`src/rtl/ex_muldiv.sv`:
```
// ex_muldiv: iterative RV32M multiply/divide unit for the EX stage.
//   Multiplies finish in two cycles; divides/remainders use a radix-2
//   restoring loop (one quotient bit per cycle) followed by a sign-fix
//   cycle. Divide-by-zero and signed overflow finish after one cycle.
//   The pipeline is held via stall while an operation is in flight.
// Ports:
//   clk    : rising-edge clock
//   rst    : synchronous, active-high reset
//   start  : EX holds an M-ext instruction (level, held while stalled)
//   flush  : EX instruction squashed; abandon any operation
//   op     : funct3 (MUL, MULH, MULHSU, MULHU, DIV, DIVU, REM, REMU)
//   src0   : rs1 after forwarding (multiplicand / dividend)
//   src1   : rs2 after forwarding (multiplier / divisor)
//   stall  : freeze IF/ID/EX (combinational)
//   done   : one-cycle pulse, result valid
//   result : registered result, held until the next completion
module ex_muldiv #(
  parameter int unsigned XLEN     = 32,
  parameter int unsigned DIV_ITER = 32
) (
  input  logic            clk,
  input  logic            rst,
  input  logic            start,
  input  logic            flush,
  input  logic [2:0]      op,
  input  logic [XLEN-1:0] src0,
  input  logic [XLEN-1:0] src1,
  output logic            stall,
  output logic            done,
  output logic [XLEN-1:0] result
);

  localparam int unsigned CW = $clog2(DIV_ITER);

  typedef enum logic [2:0] {
    S_IDLE,
    S_MUL,
    S_DIV,
    S_FIX,
    S_DONE
  } state_t;

  state_t          r_state;
  state_t          w_next;
  logic [1:0]      r_op;
  logic [XLEN-1:0] r_a;
  logic [XLEN-1:0] r_b;
  logic [XLEN-1:0] r_rem;
  logic [XLEN-1:0] r_quo;
  logic [CW-1:0]   r_cnt;
  logic            r_neg0;
  logic            r_neg1;
  logic [XLEN-1:0] r_result;

  logic            w_signed;
  logic            w_div_zero;
  logic            w_div_ovf;
  logic [XLEN-1:0] w_mag0;
  logic [XLEN-1:0] w_mag1;

  logic [XLEN:0]     w_a_ext;
  logic [XLEN:0]     w_b_ext;
  logic [2*XLEN-1:0] w_a_wide;
  logic [2*XLEN-1:0] w_b_wide;
  logic [2*XLEN-1:0] w_prod;

  logic [XLEN:0]   w_shift;
  logic            w_ge;
  logic [XLEN-1:0] w_diff;

  assign result = r_result;

  // Signed divide/remainder are the even funct3 codes with op[2] set.
  assign w_signed   = ~op[0];
  assign w_div_zero = (src1 == '0);
  assign w_div_ovf  = w_signed && (src0 == {1'b1, {(XLEN-1){1'b0}}}) && (src1 == '1);
  assign w_mag0     = (w_signed && src0[XLEN-1]) ? -src0 : src0;
  assign w_mag1     = (w_signed && src1[XLEN-1]) ? -src1 : src1;

  // MULH: both signed; MULHSU: src0 only; MULHU: neither. The 33-bit
  // operands are widened to 2*XLEN so a plain unsigned multiply yields
  // the correct low 64 bits of the signed product.
  assign w_a_ext  = {((r_op == 2'b01) || (r_op == 2'b10)) & r_a[XLEN-1], r_a};
  assign w_b_ext  = {(r_op == 2'b01) & r_b[XLEN-1], r_b};
  assign w_a_wide = {{(XLEN-1){w_a_ext[XLEN]}}, w_a_ext};
  assign w_b_wide = {{(XLEN-1){w_b_ext[XLEN]}}, w_b_ext};
  assign w_prod   = w_a_wide * w_b_wide;

  // Restoring step. The running remainder is always below the divisor,
  // so whenever the trial succeeds the difference fits in XLEN bits.
  assign w_shift = {r_rem, r_quo[XLEN-1]};
  assign w_ge    = (w_shift >= {1'b0, r_b});
  assign w_diff  = w_shift[XLEN-1:0] - r_b;

  always_comb begin
    w_next = r_state;
    stall  = 1'b0;
    done   = 1'b0;
    case (r_state)
      S_IDLE: begin
        if (start) begin
          stall = 1'b1;
          if (!op[2])                      w_next = S_MUL;
          else if (w_div_zero || w_div_ovf) w_next = S_DONE;
          else                             w_next = S_DIV;
        end
      end
      S_MUL: begin
        stall  = 1'b1;
        w_next = S_DONE;
      end
      S_DIV: begin
        stall = 1'b1;
        if (r_cnt == CW'(DIV_ITER - 1)) w_next = S_FIX;
      end
      S_FIX: begin
        stall  = 1'b1;
        w_next = S_DONE;
      end
      S_DONE: begin
        done   = 1'b1;
        w_next = S_IDLE;
      end
      default: w_next = S_IDLE;
    endcase
    if (flush) begin
      w_next = S_IDLE;
      stall  = 1'b0;
      done   = 1'b0;
    end
  end

  always_ff @(posedge clk) begin
    if (rst) begin
      r_state  <= S_IDLE;
      r_op     <= '0;
      r_a      <= '0;
      r_b      <= '0;
      r_rem    <= '0;
      r_quo    <= '0;
      r_cnt    <= '0;
      r_neg0   <= 1'b0;
      r_neg1   <= 1'b0;
      r_result <= '0;
    end else begin
      r_state <= w_next;
      if (!flush) begin
        case (r_state)
          S_IDLE: begin
            if (start) begin
              r_op <= op[1:0];
              if (!op[2]) begin
                r_a <= src0;
                r_b <= src1;
              end else if (w_div_zero) begin
                r_result <= op[1] ? src0 : '1;
              end else if (w_div_ovf) begin
                r_result <= op[1] ? '0 : {1'b1, {(XLEN-1){1'b0}}};
              end else begin
                r_rem  <= '0;
                r_quo  <= w_mag0;
                r_b    <= w_mag1;
                r_cnt  <= '0;
                r_neg0 <= w_signed & src0[XLEN-1];
                r_neg1 <= w_signed & src1[XLEN-1];
              end
            end
          end
          S_MUL: begin
            r_result <= (r_op == 2'b00) ? w_prod[XLEN-1:0] : w_prod[2*XLEN-1:XLEN];
          end
          S_DIV: begin
            r_rem <= w_ge ? w_diff : w_shift[XLEN-1:0];
            r_quo <= {r_quo[XLEN-2:0], w_ge};
            r_cnt <= r_cnt + 1'b1;
          end
          S_FIX: begin
            if (r_op[1]) r_result <= r_neg0 ? -r_rem : r_rem;
            else         r_result <= (r_neg0 ^ r_neg1) ? -r_quo : r_quo;
          end
          default: ;
        endcase
      end
    end
  end

endmodule
```
`config.mk`:
```
export PLATFORM = sky130hd
export DESIGN_NAME = ex_muldiv
export DESIGN_NICKNAME = d
export VERILOG_FILES = /design/src/rtl/ex_muldiv.sv
export SDC_FILE = /design/constraint.sdc
export NUM_CORES = 2
export LEC_CHECK = 0
export ABC_AREA = 1
export BUFFER_PORTS_ARGS = -buffer_cell sky130_fd_sc_hd__buf_2
export CAP_MARGIN = 25
export CELL_PAD_IN_SITES_DETAIL_PLACEMENT = 0
export CELL_PAD_IN_SITES_GLOBAL_PLACEMENT = 1
export CORE_MARGIN = 2
export CORE_UTILIZATION = 31
export CTS_BUF_LIST = sky130_fd_sc_hd__clkbuf_8
export CTS_CLUSTER_SIZE = 10
export DETAILED_ROUTE_END_ITERATION = 10
export GPL_TIMING_DRIVEN = 0
export PLACE_DENSITY_LB_ADDON = 0.2
export SYNTH_ARGS = -nofsm -noshare
export SYNTH_HDL_FRONTEND = slang
export SYNTH_SLANG_ARGS = --single-unit
export TNS_END_PERCENT = 20
```
`constraint.sdc`:
```
create_clock -name clk -period 7.8 [get_ports clk]
set_input_delay 0.39 -clock clk [delete_from_list [all_inputs] [get_ports clk]]
set_output_delay 0.39 -clock clk [all_outputs]
set_load 0.05 [all_outputs]
```
==> results.sh <==
export IMPL_status="complete, but fails checks"
export IMPL_violations="setup timing"
export IMPL_yosysUniqueCellTypes=50
export IMPL_synthCells=7752
export IMPL_wl_mm=258
export IMPL_grt_ovfl_total=0
export IMPL_start_util=0.311
export IMPL_cts_sinks=172
export IMPL_synth_top_area_cell="fa_1"
export IMPL_slew_headroom=0.285
export IMPL_track_usage=0.288
export IMPL_hold_path_depth=3
export IMPL_nNetsFinal=9365
export IMPL_crit_fanout=5
export IMPL_synth_edf_count=0
export IMPL_dr_wl_met3_mm=12.7
export IMPL_htree_levels=4
export IMPL_grt_pass1_wl_mm=371
export IMPL_synthesis_nets=9202
export IMPL_first_global_vias=52113
export IMPL_setup_violations=29
export IMPL_cts_inserted_buffers=17
export IMPL_ys_warn_count=0
export IMPL_drt_vias_per_instance=4.90
export IMPL_cp_slowest_stage_delay_ns=0.67
export IMPL_hold_viol_final=0
export IMPL_finalCritPeriodShare=1.04
export IMPL_drt_wirelength_per_cell_um=25.1
export IMPL_path_class="reg -> reg"
export IMPL_fin_skew_ns=0.0254
export IMPL_syn_to_final_growth_pct=12.8
export IMPL_top_layer_used="met5"
export IMPL_cts_tree="yes"
export IMPL_grt_max_degree=25
export IMPL_netlist_area_um2=54800
export IMPL_drt_pass1_iter_count=6
export IMPL_port_buffers=104
export IMPL_antenna_found_initial=25
export IMPL_synth_seq_area_share=0.0629
export IMPL_cellLeakagePower_nw=31.8
export IMPL_power_density_nw_per_um2=85.5
export IMPL_drt_antenna_violating_nets=0
export IMPL_synth_area_leaders="fa_1 (41%), nand2_1 (15%), inv_1 (14%)"
export IMPL_clk_pin_slew_worst_paths_ns=0.12
export IMPL_ys_dominant_reg_cell="dfxtp_1"
export IMPL_hold_path_class="in -> reg"
export IMPL_layout_setup_ws_ns=-0.277
export IMPL_r2r_start="r_op[1]$_SDFFE_PP0P_"
export IMPL_fin_tns_setup_ns=-4.92
export IMPL_dieArea_um2=180000
export IMPL_core_area_um2=176000
export IMPL_synth_ff_latch_count=172
export IMPL_die_h_um=424
export IMPL_crit_required_ns=8.20
export IMPL_tightest_slew_ns=1.07
export IMPL_peakVddDrop_v=0.0000941
export IMPL_cap_violations=0
export IMPL_drive_above_1_share=0.110
export IMPL_io_pins=105
export IMPL_post_route_drc_count=0
export IMPL_fin_crit_ns=8.08
export IMPL_synth_top_cell_area_share=0.412
export IMPL_min_from="src0[2]"
export IMPL_slew_violations=0
export IMPL_rsz0062_at_grt="yes"
export IMPL_place_hpwl_mm=227
export IMPL_crit_path_start_kind="flop"
export IMPL_cts_buffer_depth=2
export IMPL_reg2regPathDepth=33
export IMPL_syn_avg_cell_area_um2=7.07
export IMPL_root_buffer="clkbuf_8"
export IMPL_async_flop_share=0
export IMPL_end_kind="flop"
export IMPL_reg2reg_setup_slack_ns=-0.28
export IMPL_crit_slowest_cell="fa_2"
export IMPL_die_w_um=424
export IMPL_routed_wl_met2_mm=125
export IMPL_fillers=19408
export IMPL_gp_congestion=0.977
export IMPL_reg2reg_to="result[24]$_SDFFE_PP0P_"
export IMPL_holdPathEnd="r_a[2]$_SDFFE_PP0P_"
export IMPL_clk_insertion_delay_late_ns=0.55
export IMPL_drt_initial_drc_count=3888
export IMPL_fp_row_count=154
export IMPL_wl_met1_mm=106
export IMPL_fmax_ghz=0.124
export IMPL_utilization=0.351
export IMPL_critPathArrivalTime_ns=8.48
export IMPL_vias=50394
## cells by family after synthesis
logic type | after synthesis | share of synthesized area
DFF | 172 | 0.0629
AOI/OAI and AO/OA | 623 | 0.0617
and+or+nand+nor | 3117 | 0.228
buffers and inverters | 2382 | 0.166
adders and majority gates | 1379 | 0.469
xor gates and xnor gates | 79 | 0.0128
## routing by layer
| layer | vias up | global-route usage |
|---|---|---|
| met5 | - | 0 |
| met2 | 1455 | 0.493 |
| met3 | 389 | 0.0304 |
| li1 | 22830 | - |
| met4 | 2 | 0.135 |
| met1 | 25718 | 0.363 |
## metrics by stage
stage	std cells	hold slack, ns	setup slack (ns)	cell area [µm²]	power [mW]
4_1_cts	10253	0.142	-0.338	61000	5.16
5_1_grt	10278	0.167	-0.470	61800	5.60
2_1_floorplan	7752	0.443	0.0408	54800	2.70
6_report	10283	0.174	-0.277	61800	5.29
3_3_place_gp	10196	0.452	-3.07	58200	4.14
3_5_place_dp	10222	0.456	-3.06	58600	4.15
## worst max-delay path, delay by kind of cell, from the launching register on
family                   cells  cell delay, ns
AND/OR/NAND/NOR             13            1.35
adder cells (fa/ha/maj)     10            5.06
buffers and inverters        9            1.03
flip-flops                   1            0.38
AO/OA/AOI/OAI                1            0.05
## what timing repair did
action | CTS | global route
gates cloned | 2 | 0
endpoints found under the setup margin | 32 | 32
buffers inserted | 50 | 15
pin swaps | 82 | 78
resized for setup | 586 | 191
hold buffers | 0 | 0
## flip-flops by register name, summed over array words and instances (netlist names)
name,flops
r_quo,32
r_cnt,5
r_neg0,1
result,32
r_b,32
r_op,2
r_state,3
r_a,32
r_neg1,1
r_rem,32
## how the worst max path moves through the flow
stage,from,to,slack (ns),cells after the start
after floorplan,r_op[1]$_SDFFE_PP0P_,result[29]$_SDFFE_PP0P_,0.04,36
after global placement,r_op[1]$_SDFFE_PP0P_,result[24]$_SDFFE_PP0P_,-3.07,35
after detailed placement,r_op[1]$_SDFFE_PP0P_,result[24]$_SDFFE_PP0P_,-3.06,35
after CTS,r_op[1]$_SDFFE_PP0P_,result[30]$_SDFFE_PP0P_,-0.34,35
after global routing,r_op[1]$_SDFFE_PP0P_,result[29]$_SDFFE_PP0P_,-0.47,34
final,r_op[1]$_SDFFE_PP0P_,result[24]$_SDFFE_PP0P_,-0.28,33
## cells in the final DEF, fill, tap and decap left out, types with 30 or more instances in the layout
master / Yosys / routed
inv_1: 1998 / 1961
dfxtp_1: 172 / 125
nand2_4: 3 / 31
nor2_1: 412 / 341
clkbuf_4: 0 / 39
buf_4: 1 / 57
nand2_1: 2246 / 2147
nor3_1: 50 / 41
o21ai_0: 199 / 193
clkbuf_2: 0 / 109
a21oi_2: 4 / 30
nand2_2: 4 / 70
dfxtp_2: 0 / 36
nand4_1: 54 / 54
xor2_1: 52 / 52
inv_2: 12 / 38
nor2_4: 2 / 51
fa_1: 1126 / 1098
nand3_1: 295 / 266
o2111ai_1: 30 / 30
ha_1: 253 / 212
a21oi_1: 321 / 290
buf_2: 19 / 126
clkbuf_1: 330 / 120
## final cells by class
class / instances / area, µm² / area share
diodes: 15 / 37.5 / 0.000608
plain buffers: 317 / 1660 / 0.0269
clock buffers: 19 / 262 / 0.00423
clock inverters: 13 / 153 / 0.00247
inverters: 2012 / 7590 / 0.123
multi-input cells: 5198 / 44100 / 0.714
flip-flops and latches: 172 / 3530 / 0.0571
well taps: 2340 / 2930 / 0.0474
repair buffers: 197 / 1530 / 0.0247
## synth_stat cells, types with 15 or more instances
library cell,count
a21oi_1,321
buf_2,19
clkbuf_1,330
dfxtp_1,172
fa_1,1126
ha_1,253
inv_1,1998
nand2_1,2246
nand3_1,295
nand4_1,54
nor2_1,412
nor3_1,50
o2111ai_1,30
o21ai_0,199
o21bai_1,20
or2_2,15
xnor2_1,26
xor2_1,52
## power breakdown
part,switching [mW],leakage (nW),internal [mW]
sequential,0.127,1.42,0.916
combinational,2.37,30.1,1.15
clock,0.411,0.211,0.309
total,2.91,31.8,2.37
(Power assumes the default switching activity.)
